===== config.mk =====
export PLATFORM = sky130hd
export DESIGN_NAME = logic_reduce_arbiter
export DESIGN_NICKNAME = d
export VERILOG_FILES = /design/src/rtl/logic_reduce_pkg.sv /design/src/rtl/logic_reduce_arbiter_rr_pick.sv /design/src/rtl/logic_reduce_arbiter.sv
export SDC_FILE = /design/constraint.sdc
export NUM_CORES = 1
export LEC_CHECK = 0
export ABC_AREA = 1
export CAP_MARGIN = 20
export CORE_MARGIN = 2
export CORE_UTILIZATION = 42
export DETAILED_ROUTE_END_ITERATION = 8
export PLACE_DENSITY = 0.76
export SETUP_SLACK_MARGIN = 0.02
export SLEW_MARGIN = 5
export SYNTH_ARGS = -nofsm -noshare
export SYNTH_HDL_FRONTEND = slang
export SYNTH_HIERARCHICAL = 1
export SYNTH_SLANG_ARGS = --single-unit

===== constraint.sdc =====
create_clock -name clk -period 2.3 [get_ports clk]
set_clock_uncertainty 0.1 [all_clocks]
set_input_delay 0.23 -clock clk [delete_from_list [all_inputs] [get_ports clk]]
set_output_delay 0.23 -clock clk [all_outputs]
set_load 0.01 [all_outputs]

===== src/rtl/logic_reduce_pkg.sv =====
// Shared types and the reduction helper for the round-robin reduction arbiter.
package logic_reduce_pkg;

  localparam int RSP_ID_W = 8;   // widest requester id a response can carry
  localparam int MAX_W    = 32;  // widest operand reduce3 accepts

  typedef enum logic [0:0] {
    EMPTY = 1'b0,
    FULL  = 1'b1
  } slot_state_e;

  typedef struct packed {
    logic [RSP_ID_W-1:0] id;
    logic                and_r;
    logic                or_r;
    logic                xor_r;
  } rsp_t;

  // Only the low w bits of v take part; the id field is left at zero.
  function automatic rsp_t reduce3(input logic [MAX_W-1:0] v, input int w);
    rsp_t r;
    r       = '0;
    r.and_r = 1'b1;
    for (int i = 0; i < MAX_W; i++) begin
      if (i < w) begin
        r.and_r = r.and_r & v[i];
        r.or_r  = r.or_r  | v[i];
        r.xor_r = r.xor_r ^ v[i];
      end
    end
    return r;
  endfunction

endpackage


===== src/rtl/logic_reduce_arbiter_rr_pick.sv =====
// Rotating-priority encoder: the first set request strictly above ptr wins, wrapping around.
module rr_pick #(
  parameter int NUM_REQ = 4,
  parameter int IDW     = 2
) (
  input  logic [NUM_REQ-1:0] req,
  input  logic [IDW-1:0]     ptr,
  output logic [NUM_REQ-1:0] gnt,
  output logic [IDW-1:0]     winner
);

  logic w_found;

  always_comb begin
    // NOTE: every output gets a default before the search so no path leaves it unassigned (no latch).
    gnt     = '0;
    winner  = '0;
    w_found = 1'b0;
    for (int k = 1; k <= NUM_REQ; k++) begin
      automatic int idx = (int'(ptr) + k) % NUM_REQ;
      if (!w_found && req[idx]) begin
        gnt[idx] = 1'b1;
        winner   = IDW'(idx);
        w_found  = 1'b1;
      end
    end
  end

endmodule


===== src/rtl/logic_reduce_arbiter.sv =====
// Round-robin arbiter sharing one AND/OR (optionally XOR) reduction slot among NUM_REQ requesters.
// Define LOGIC_REDUCE_XOR_EN to add the registered rsp_xor output.
module logic_reduce_arbiter
  import logic_reduce_pkg::*;
#(
  parameter  int NUM_REQ = 4,
  parameter  int WIDTH   = 3,
  localparam int IDW     = $clog2(NUM_REQ)
) (
  input  logic                     clk,
  input  logic                     rst,
  input  logic [NUM_REQ-1:0]       req,
  input  logic [NUM_REQ*WIDTH-1:0] operand,
  output logic [NUM_REQ-1:0]       gnt,
  output logic                     rsp_valid,
  input  logic                     rsp_ready,
  output logic [IDW-1:0]           rsp_id,
  output logic                     rsp_and,
  output logic                     rsp_or
`ifdef LOGIC_REDUCE_XOR_EN
  ,
  output logic                     rsp_xor
`endif
);

  slot_state_e          r_state;
  logic [IDW-1:0]       r_ptr;
  rsp_t                 r_rsp;

  logic [NUM_REQ-1:0]   w_pick_gnt;
  logic [IDW-1:0]       w_winner;
  logic                 w_accept;
  logic [WIDTH-1:0]     w_op;
  rsp_t                 w_next;
  logic                 w_unused;

  rr_pick #(
    .NUM_REQ (NUM_REQ),
    .IDW     (IDW)
  ) u_rr_pick (
    .req    (req),
    .ptr    (r_ptr),
    .gnt    (w_pick_gnt),
    .winner (w_winner)
  );

  // The slot takes a new result when empty or when it is drained in the same cycle.
  assign w_accept = (|req) && ((r_state == EMPTY) || rsp_ready) && !rst;
  assign gnt      = w_accept ? w_pick_gnt : '0;
  assign w_op     = operand[int'(w_winner)*WIDTH +: WIDTH];

  always_comb begin
    w_next    = reduce3(MAX_W'(w_op), WIDTH);
    w_next.id = RSP_ID_W'(w_winner);
`ifndef LOGIC_REDUCE_XOR_EN
    w_next.xor_r = 1'b0;
`endif
  end

  always_ff @(posedge clk or posedge rst) begin
    // NOTE: state is updated with non-blocking assignments so every flop sees pre-edge values.
    if (rst) begin
      r_state <= EMPTY;
      r_ptr   <= IDW'(NUM_REQ - 1);
      r_rsp   <= '0;
    end else if (w_accept) begin
      r_state <= FULL;
      r_ptr   <= w_winner;
      r_rsp   <= w_next;
    end else if ((r_state == FULL) && rsp_ready) begin
      r_state <= EMPTY;
    end
  end

  assign rsp_valid = (r_state == FULL);
  assign rsp_id    = r_rsp.id[IDW-1:0];
  assign rsp_and   = r_rsp.and_r;
  assign rsp_or    = r_rsp.or_r;
`ifdef LOGIC_REDUCE_XOR_EN
  assign rsp_xor   = r_rsp.xor_r;
`endif

  // Upper id bits are never used for small NUM_REQ; xor_r is constant without the XOR option.
  assign w_unused = ^{r_rsp.id, r_rsp.xor_r};

  // A granted requester must still be requesting at the capture edge.
  for (genvar g = 0; g < NUM_REQ; g++) begin : g_req_hold
    assert property (@(posedge clk) disable iff (rst) gnt[g] |-> req[g])
      else $error("req[%0d] dropped while granted", g);
  end

endmodule

**Yosys cells after proc, flatten, opt, wreduce, memory -nomap -nowiden**

Cells that the tools add are included.

- Bits in registers: 7
- Latch bits: 0
- RAM bits: 0
- Memory bits (read-only): 0
- Input port bits: 19
- Word-level logic and storage cells: 86
- Memories: 0

- Add/sub/neg operators: 4
- Multipliers: 1
- Divide/modulo/power cells: 0
- Order comparisons: 8
- Equality and inequality tests: 0
- Shifts and indexed selects: 1
- Multiplexer cells: 34
- Bitwise logic cells: 12
- Reduce and logical (&&, ||, !) cells: 21

Operator list:

| operator | count |
|---|---|
| 4-bit 2-to-1 mux | 5 |
| 1-bit 2-to-1 mux | 17 |
| 3-bit by 4-bit less-than comparator with 1-bit output, second input constant | 4 |
| 3-bit by 1-bit >= comparator with 1-bit output, second input constant | 4 |
| 4-bit bitwise OR | 3 |
| 12-bit by 5-bit variable part select with 3-bit output | 1 |
| 1-bit logical AND | 10 |
| 1-bit binary-select mux with 2-bit select | 4 |
| 1-bit demux with 2-bit select | 4 |
| 2-bit 2-to-1 mux | 4 |
| 2-bit OR reduction | 4 |
| 2-bit by 1-bit adder with 2-bit output, second input constant | 2 |
| 2-bit adder, second input constant | 2 |
| 1-bit AND, first input constant | 4 |
| 1-bit logical NOT | 4 |
| 2-bit by 2-bit multiplier with 4-bit output, second input constant | 1 |
| 4-bit OR reduction | 1 |
| 1-bit AND | 2 |
| 1-bit bitwise OR | 2 |
| 2-bit nonzero test | 1 |
| 1-bit logical OR | 1 |
| 1-bit NOT | 1 |

**Logic depth before layout (Yosys ltp)**

Gate-level depths: netlist (run 1).

- Depth in word-level cells: 20
- Mapped depth: 17

**By module**

Netlist (run 1), hierarchy kept.

Modules (own cells, without submodules):

| module | times used | cells an instance | area each (um^2) | sequential area each (um^2) |
|---|---|---|---|---|
| rr_pick | 1 | 75 | 474.2 | 0.0 |
| logic_reduce_arbiter | 1 | 68 | 437.9 | 177.7 |

**Worst setup path after synthesis (run 1)**

Ideal clock, no wire load.

- Path kind: flip-flop to flip-flop
- Start: register r_ptr[0]
- End: register r_rsp, in the netlist rsp_or
- Arrival time: 2143 ps
- Setup slack: -60 ps
- Cell stages (with the launch flop): 18
- Path buffers: 1
- Clock period less this slack: 2360 ps
- Cells stage by stage: dfstp_2 -> inv_2 -> ha_1 -> inv_1 -> nand2_4 -> nand2_4 -> clkinv_4 -> nand2_1 -> nor2_1 -> a21oi_2 -> buf_6 -> inv_6 -> nand2_1 -> nand3_1 -> nand2_1 -> nand3_1 -> nand2_1 -> nand2_1

RTL lines:

| item | RTL line | source |
|---|---|---|
| start: declaration | logic_reduce_arbiter.sv:27 | `logic [IDW-1:0] r_ptr;` |
| start signal: assignment | logic_reduce_arbiter.sv:64 | `r_ptr <= IDW'(NUM_REQ - 1);` |
| start signal: assignment | logic_reduce_arbiter.sv:68 | `r_ptr <= w_winner;` |
| end signal: assignment | logic_reduce_arbiter.sv:69 | `r_rsp <= w_next;` |
| end: declaration | logic_reduce_arbiter.sv:28 | `rsp_t r_rsp;` |

==> run_results.csv, run 1 <==
group,metric,value,unit
die,die-height,50.6,µm
synth,yosys_warnings,6,
route,wirelength,2.93,mm
sta,final.setup.tns,-0.480,ns
cells_and_area,layout.cells.non_filler,221,
sta,final_period_util,1.06,
status,violations,"setup timing",
placement,dpl_cell_area,0.00132,mm²
cells_and_area,finish.net_count,222,
placement,buffer_ports.inserted,27,
min_path,hold_class,"primary input to async pin",
critical_path,timing.critical_path.to_type,"register",
die,core.rowCount,16,
global_routing,met1_usage_grt,0.235,
sta,final.min_clock_period,2.44,ns
die,initial_core_util,0.456,
synth,yosys.area_share.adder,0.110,
power,static-leakage-power,0.766,nW
synth,synth-compound-area-share,0.0768,
cells_and_area,post-route-util,0.751,
power,vdd_ir_drop_max,1.07,mV
sta,timing.fmax,409,MHz
sta,grt_setup_unrepaired,"true",
synth,dominant_combinational_cell_family_by_area_after_synthesis,"simple AND/OR/NAND/NOR gates",
critical_path,path_max_fanout,6,
cts,tritoncts_num_sinks,7,
global_routing,grt_antenna_before_repair,0,
route,detailedRoute.firstIterationViolations,16,
critical_path,cp-start-kind,"register",
critical_path,crit_top_cell,"sky130_fd_sc_hd__nand2_2",
placement,dp_slack,-0.155,ns
cts,cts_htree_levels,1,
route,post-route-drc-count,0,
route,drt-pass1-iter-count,4,
global_routing,grt_first_pass_wirelength,4.31,mm
sta,relSlewSlack,0.841,
global_routing,grt-ovfl-total,0,
route,routed-via-count,1119,
critical_path,cp_data_required_time,2.35,ns
cts,cts-hold-fix-buffers,0,
placement,place_inst,209,
critical_path,worstPathArrival,2.50,ns
sta,fin_ws,-0.143,ns
synth,syn-cell-area,912,µm²
global_routing,grt_max_degree,12,
power,pwr_density_cell,1810,mW/mm²
synth,synthMuxAreaShare,0,
die,floorplan.core_area,0.00200,mm²
cells_and_area,syn_to_final_growth,64.9,%
cts,cts_root_buffer,"sky130_fd_sc_hd__clkbuf_4",
status,status,"complete, but fails checks",
route,route.detailed.vias_per_inst,5.06,
global_routing,grt.met3_usage,0.0149,
route,drtAntennaViolNets,0,
sta,report.final.slew_viol_count,0,
cts,cts_inserted_buffers,3,
route,detail_route.wl_per_cell,13.3,µm
cells_and_area,num_antenna_cells,0,
sta,worst_hold_slack,0.172,ns
placement,routabilityCongestion,0.848,
global_routing,track_usage,0.218,
global_routing,top_usage_layer,"met2",
power,finalPower,2.72,mW
global_routing,grtUsageMet2,0.412,
cts,clock_path_buffers,2,
global_routing,first_global_vias,1080,
cells_and_area,postLayoutCellArea,0.00150,mm²
sta,hold_viol,0,
synth,synth.lib_cells_used.distinct,21,
critical_path,crit_family,"simple AND/OR/NAND/NOR gates",
critical_path,timing.critical_path.cells,"inv_2 -> ha_4 -> nand3_1 -> nand2_2 -> nor2_4 -> buf_4 -> nor2_1 -> a21oi_2 -> buf_6 -> buf_4 -> nand2_1 -> nand3_2 -> nand2_2 -> nand3_2 -> nand2_2 -> nand2_2",
critical_path,setup_crit_path_kind,"register to register",
critical_path,timing.critical_path.buf_inv,4,
synth,post_synth_inst_count,143,
placement,dp_hpwl,1.93,mm
synth,postSynthAreaPerCell,6.38,µm²
cts,cts_tree,"done",
cells_and_area,layout-drive-gt1-share,0.402,
die,fp.dieArea,0.00256,mm²
die,design.portCount,28,
sta,worstMarginPinSlew,0.237,ns
synth,synth-seq-area-share,0.195,
sta,finalSetupViolCount,6,
critical_path,critPathSlowestCell,"sky130_fd_sc_hd__dfstp_2",
synth,synth_xor_area_frac,0,
die,die_outline_width,50.6,µm
synth,synth.ff_latch_count,7,
critical_path,crit_path_max_incr_delay,0.54,ns
cts,clkSlewWorstSetupHoldPaths,0.05,ns
flow_run,maxCapViolCount,0,
synth,synthesis.nets,170,
cts,insertion_delay,0.26,ns
synth,synth_simple_gate_area_frac,0.517,
-- report_power, final --
group	internal (mW)	switching (mW)
Sequential	0.187	0.0293
Combinational	1.04	1.35
Clock	0.0666	0.0509
-- worst paths after layout --
check	startpoint	endpoint	slack, ns	cells past startpoint
setup / recovery	r_ptr[0]$_DFFE_PP1P_	rsp_or$_DFFE_PP0P_	-0.14	16
hold reg to reg	rsp_id[1]$_DFFE_PP0P_	rsp_id[1]$_DFFE_PP0P_	0.39	2
min in group clk	rsp_id[1]$_DFFE_PP0P_	rsp_id[1]$_DFFE_PP0P_	0.39	2
setup reg to reg	r_ptr[0]$_DFFE_PP1P_	rsp_or$_DFFE_PP0P_	-0.14	16
max in group asynchronous	rst	r_ptr[1]$_DFFE_PP1P_	1.72	3
hold / removal	rst	rsp_valid$_DFFE_PP0P_	0.17	3
-- layer usage --
| layer | vias up | routed length [µm] |
|---|---|---|
| met3 | 7 | 119 |
| met2 | 28 | 1590 |
| li1 | 553 | - |
| met4 | 0 | 71 |
| met5 | - | 0 |
| met1 | 531 | 1150 |
-- what timing repair did --
| item | 4_1_cts | 5_1_grt |
|---|---|---|
| resized for setup | 15 | 35 |
| setup buffers | 3 | 5 |
| endpoints found under the setup margin | 6 | 6 |
| pin swaps | 1 | 15 |
-- synth_stat cells --
master                     count  area share
sky130_fd_sc_hd__a21boi_0      4       0.033
sky130_fd_sc_hd__a21oi_1       4       0.022
sky130_fd_sc_hd__a21oi_2       1      0.0096
sky130_fd_sc_hd__a31oi_1       1      0.0069
sky130_fd_sc_hd__buf_4         1      0.0082
sky130_fd_sc_hd__buf_6         1       0.012
sky130_fd_sc_hd__clkinv_4      1      0.0096
sky130_fd_sc_hd__dfrtp_1       5        0.14
sky130_fd_sc_hd__dfstp_2       2       0.058
sky130_fd_sc_hd__ha_1          8        0.11
sky130_fd_sc_hd__inv_1        11       0.045
sky130_fd_sc_hd__inv_2         4       0.016
sky130_fd_sc_hd__inv_6         1      0.0096
sky130_fd_sc_hd__nand2_1      53        0.22
sky130_fd_sc_hd__nand2_2       5       0.034
sky130_fd_sc_hd__nand2_4       3       0.037
sky130_fd_sc_hd__nand3_1      18       0.099
sky130_fd_sc_hd__nand3_2       5       0.055
sky130_fd_sc_hd__nor2_1       12       0.049
sky130_fd_sc_hd__nor2_4        2       0.025
sky130_fd_sc_hd__o21ai_0       1      0.0055
-- cells by family after synthesis --
group                      Yosys count
adders and majority gates            8
buffers and inverters               19
DFF                                  7
and+or+nand+nor                     98
AOI/OAI and AO/OA                   11
-- cells in the final DEF, fill, tap and decap left out, types with 3 or more instances in the layout --
cell type and count:
sky130_fd_sc_hd__nand2_1 42, sky130_fd_sc_hd__clkdlybuf4s50_1 23, sky130_fd_sc_hd__buf_4 19, sky130_fd_sc_hd__nand2_2 13, sky130_fd_sc_hd__nand3_2 11, sky130_fd_sc_hd__nor2_1 10, sky130_fd_sc_hd__nand3_1 10, sky130_fd_sc_hd__inv_1 9
sky130_fd_sc_hd__ha_1 7, sky130_fd_sc_hd__nand2_4 6, sky130_fd_sc_hd__inv_2 5, sky130_fd_sc_hd__dfrtp_1 5, sky130_fd_sc_hd__buf_2 4, sky130_fd_sc_hd__clkbuf_4 3, sky130_fd_sc_hd__buf_6 3, sky130_fd_sc_hd__a21boi_0 3
sky130_fd_sc_hd__a21oi_1 3
-- state kept, by name, summed over array words and instances, names as in the netlist --
signal / count
rsp_valid: 1
rsp_id: 2
r_ptr: 2
rsp_or: 1
rsp_and: 1
-- tightest hold or removal path, cell delays in order --
cell and delay [ns]:
sky130_fd_sc_hd__clkdlybuf4s50_1 0.40, sky130_fd_sc_hd__inv_1 0.08, sky130_fd_sc_hd__buf_4 0.16
-- area by class of cell --
| class | count | area [µm²] |
|---|---|---|
| multi-input cells | 117 | 761 |
| fillers | 151 | 498 |
| repair buffers | 49 | 427 |
| flip-flops and latches | 7 | 178 |
| inverters | 17 | 78.8 |
| well taps | 27 | 33.8 |
| clock buffers | 4 | 26.3 |
Note: power is estimated with default switching activity, not from simulation.
==> inputs of run 2 (changes only) <==
--- a/config.mk
+++ b/config.mk
@@ -5,15 +5,13 @@
 export SDC_FILE = /design/constraint.sdc
 export NUM_CORES = 1
 export LEC_CHECK = 0
-export ABC_AREA = 1
 export CAP_MARGIN = 20
 export CORE_MARGIN = 2
-export CORE_UTILIZATION = 42
+export CORE_UTILIZATION = 40
 export DETAILED_ROUTE_END_ITERATION = 8
-export PLACE_DENSITY = 0.76
+export PLACE_DENSITY = 0.74
 export SETUP_SLACK_MARGIN = 0.02
 export SLEW_MARGIN = 5
 export SYNTH_ARGS = -nofsm -noshare
 export SYNTH_HDL_FRONTEND = slang
-export SYNTH_HIERARCHICAL = 1
 export SYNTH_SLANG_ARGS = --single-unit
==> constraint.sdc (replaced) <==
create_clock -name clk -period 2.1 [get_ports clk]
set_clock_uncertainty 0.1 [all_clocks]
set_input_delay 0.21 -clock clk [delete_from_list [all_inputs] [get_ports clk]]
set_output_delay 0.21 -clock clk [all_outputs]
set_load 0.01 [all_outputs]
==> run_results.csv, run 2 <==
group,metric,value,unit
power,netSwitchingPower,0.793,mW
cells_and_area,syn_to_final_growth,66.0,%
global_routing,grtUsageMet2,0.378,
sta,final.setup.tns,-3.98,ns
die,design.portCount,28,
sta,worstMarginPinSlew,0.332,ns
synth,yosys_warnings,0,
route,wirelength,2.22,mm
sta,finalSetupViolCount,8,
synth,synth_simple_gate_area_frac,0.166,
global_routing,grt_max_degree,10,
cells_and_area,layout.area.seq,178,µm²
die,floorplan.core_area,0.00196,mm²
synth,synth_xor_area_frac,0,
synth,synth-seq-area-share,0.214,
synth,synth.ff_latch_count,7,
synth,syn-cell-area,831,µm²
die,die_outline_width,49.6,µm
sta,timing.fmax,365,MHz
cells_and_area,most_frequent_standard_cell_in_the_layout_excluding_fill_and_tap_cells,"sky130_fd_sc_hd__buf_4",
global_routing,grt.met3_usage,0.0424,
synth,synth_flop_cell,"sky130_fd_sc_hd__dfrtp_1",
synth,synthMuxAreaShare,0.244,
synth,synth-compound-area-share,0.224,
route,drt-pass1-iter-count,4,
power,p_clk_frac,0.066,
power,vdd_ir_drop_max,0.858,mV
cts,clkSlewWorstSetupHoldPaths,0.05,ns
cts,insertion_delay,0.26,ns
die,die-height,49.6,µm
sta,final.min_clock_period,2.74,ns
cts,cts_inserted_buffers,3,
critical_path,crit_path_max_incr_delay,0.58,ns
cells_and_area,multiInputGateArea,664,µm²
critical_path,setup_crit_path_kind,"register to register",
sta,final_period_util,1.31,
critical_path,cp-start-kind,"register",
route,drtAntennaViolNets,0,
sta,relSlewSlack,0.777,
cells_and_area,finish.net_count,171,
die,initial_core_util,0.423,
global_routing,grt_first_pass_wirelength,3.78,mm
cts,cts_htree_levels,1,
die,core.rowCount,16,
synth,synth.lib_cells_used.distinct,35,
status,violations,"setup timing",
global_routing,met1_usage_grt,0.213,
synth,synthMostInstantiatedCell,"sky130_fd_sc_hd__nand2_1",
synth,synth_area_leader_cell,"sky130_fd_sc_hd__dfrtp_1",
power,sw_frac_of_total,0.404,
cts,cts_tree,"done",
route,detail_route.wl_per_cell,13.1,µm
synth,yosys.area_share.adder,0.120,
cts,tritoncts_num_sinks,7,
critical_path,timing.critical_path.to_type,"register",
critical_path,timing.critical_path.cells,"inv_6 -> ha_4 -> mux4_2 -> nor2b_4 -> nor3_2 -> a41o_2 -> mux2_4 -> o41ai_2",
cells_and_area,num_antenna_cells,0,
cells_and_area,layout-drive-gt1-share,0.371,
global_routing,top_usage_layer,"met2",
power,power_frac_comb,0.811,
synth,postSynthAreaPerCell,9.55,µm²
critical_path,r2r_slack,-0.64,ns
cts,cts_root_buffer,"sky130_fd_sc_hd__clkbuf_4",
route,route.detailed.vias_per_inst,5.17,
synth,post_synth_inst_count,87,
cts,clock_path_buffers,2,
critical_path,worstPathArrival,2.80,ns
synth,dominant_combinational_cell_family_by_area_after_synthesis,"multiplexers",
placement,buffer_ports.inserted,27,
synth,synthArstFlopShare,1.00,
critical_path,timing.critical_path.buf_inv,1,
critical_path,source_of_the_worst_register_to_register_timing_path,"r_ptr[0]$_DFFE_PP1P_",
sta,worst_hold_slack,0.122,ns
min_path,hold_class,"primary input to async pin",
synth,post-synth-top-area-fraction,0.151,
placement,routabilityCongestion,0.806,
global_routing,first_global_vias,871,
sta,hold_viol,0,
sta,fin_ws,-0.641,ns
route,post-route-drc-count,0,
sta,grt_setup_unrepaired,"true",
synth,synth_top_cells_by_count,"sky130_fd_sc_hd__nand2_1, sky130_fd_sc_hd__ha_1, sky130_fd_sc_hd__mux2i_1",
status,status,"complete, but fails checks",
power,power.share.sequential,0.123,
critical_path,path_max_fanout,5,
power,pwr_density_cell,1430,mW/mm²
global_routing,track_usage,0.201,
critical_path,critPathSlowestCell,"sky130_fd_sc_hd__dfstp_2",
synth,synth_enable_flop_cells,0,
power,static-leakage-power,0.648,nW
synth,ys_top_cells_by_area,"sky130_fd_sc_hd__dfrtp_1, sky130_fd_sc_hd__ha_1, sky130_fd_sc_hd__mux2i_1",
cells_and_area,most-common-layout-cells,"sky130_fd_sc_hd__buf_4, sky130_fd_sc_hd__clkdlybuf4s50_1, sky130_fd_sc_hd__nand2_1, sky130_fd_sc_hd__mux2i_1, sky130_fd_sc_hd__ha_1",
power,internal_power,1.17,mW
placement,dp_hpwl,1.77,mm
route,routed-via-count,879,
critical_path,reg2reg_path_depth,8,
global_routing,grt_antenna_before_repair,0,
placement,dp_slack,-0.624,ns
critical_path,capturing_point_of_the_worst_reg2reg_path,"rsp_and$_DFFE_PP0P_",
cells_and_area,filler_cell_count,177,
synth,synthesis.nets,114,
die,fp.dieArea,0.00246,mm²
route,detailedRoute.firstIterationViolations,28,
flow_run,maxCapViolCount,0,
critical_path,crit_family,"multiplexers",
critical_path,cp_data_required_time,2.16,ns
sta,report.final.slew_viol_count,0,
global_routing,grt-ovfl-total,0,
## run 2: cell type report
cell class / count / area share
Clock buffer: 4 / 0.0191
Sequential cell: 7 / 0.129
Multi-Input combinational cell: 75 / 0.482
Timing Repair Buffer: 54 / 0.334
Inverter: 3 / 0.0118
Tap cell: 27 / 0.0245
## run 2: worst max-delay path by stage
stage | startpoint | end | slack [ns] | depth (start not counted)
3_5_place_dp | r_ptr[0]$_DFFE_PP1P_ | rsp_and$_DFFE_PP0P_ | -0.62 | 8
6_report | r_ptr[0]$_DFFE_PP1P_ | rsp_and$_DFFE_PP0P_ | -0.64 | 8
4_1_cts | r_ptr[0]$_DFFE_PP1P_ | rsp_and$_DFFE_PP0P_ | -0.61 | 9
3_3_place_gp | r_ptr[0]$_DFFE_PP1P_ | rsp_and$_DFFE_PP0P_ | -0.57 | 8
2_1_floorplan | r_ptr[0]$_DFFE_PP1P_ | rsp_and$_DFFE_PP0P_ | -0.65 | 9
5_1_grt | r_ptr[0]$_DFFE_PP1P_ | rsp_and$_DFFE_PP0P_ | -0.71 | 8
## run 2: worst reg2reg max path: stages (launching register included)
cell and delay [ns]:
sky130_fd_sc_hd__dfstp_2 0.58, sky130_fd_sc_hd__inv_6 0.04, sky130_fd_sc_hd__ha_4 0.29, sky130_fd_sc_hd__mux4_2 0.50, sky130_fd_sc_hd__nor2b_4 0.16, sky130_fd_sc_hd__nor3_2 0.15
sky130_fd_sc_hd__a41o_2 0.19, sky130_fd_sc_hd__mux2_4 0.32, sky130_fd_sc_hd__o41ai_2 0.31
## run 2: per-layer routing
| metal | up-vias | part of all wire |
|---|---|---|
| met1 | 413 | 0.42 |
| met3 | 5 | 0.047 |
| li1 | 437 | - |
| met5 | - | 0 |
| met2 | 24 | 0.52 |
| met4 | 0 | 0.017 |
## run 2: metrics by stage
stage / total power, mW / cells / utilization / area (µm²)
after global placement: 1.66 / 161 / 0.673 / 1320
final: 1.97 / 170 / 0.703 / 1380
after detailed placement: 1.70 / 161 / 0.673 / 1320
after floorplan: 1.20 / 87 / - / 870
after global routing: 2.11 / 170 / 0.703 / 1380
after CTS: 1.93 / 169 / 0.695 / 1360
## run 2: logic make-up (layout without fill, tap and decap cells)
kind of cell,Yosys count,in the layout
flops,7,7
simple gates,26,26
fa+ha+maj,8,8
compound gates,25,25
mux,16,16
buf+inv,5,61
## run 2: timing repair
| action | 4_1_cts | 5_1_grt |
|---|---|---|
| resized for setup | 23 | 2 |
| endpoints found under the setup margin | 10 | 10 |
| hold buffers | 0 | 0 |
| pin swaps | 7 | 1 |
| buffers inserted | 4 | 1 |
## run 2: power groups by stage
| stage | logic, mW | clock network, mW | registers (mW) |
|---|---|---|---|
| 3_3_place_gp | 1.42 | 0 | 0.240 |
| 6_report | 1.59 | 0.129 | 0.243 |
| 2_1_floorplan | 0.925 | 0 | 0.278 |
| 4_1_cts | 1.56 | 0.127 | 0.241 |
| 5_1_grt | 1.73 | 0.140 | 0.248 |
| 3_5_place_dp | 1.45 | 0 | 0.243 |
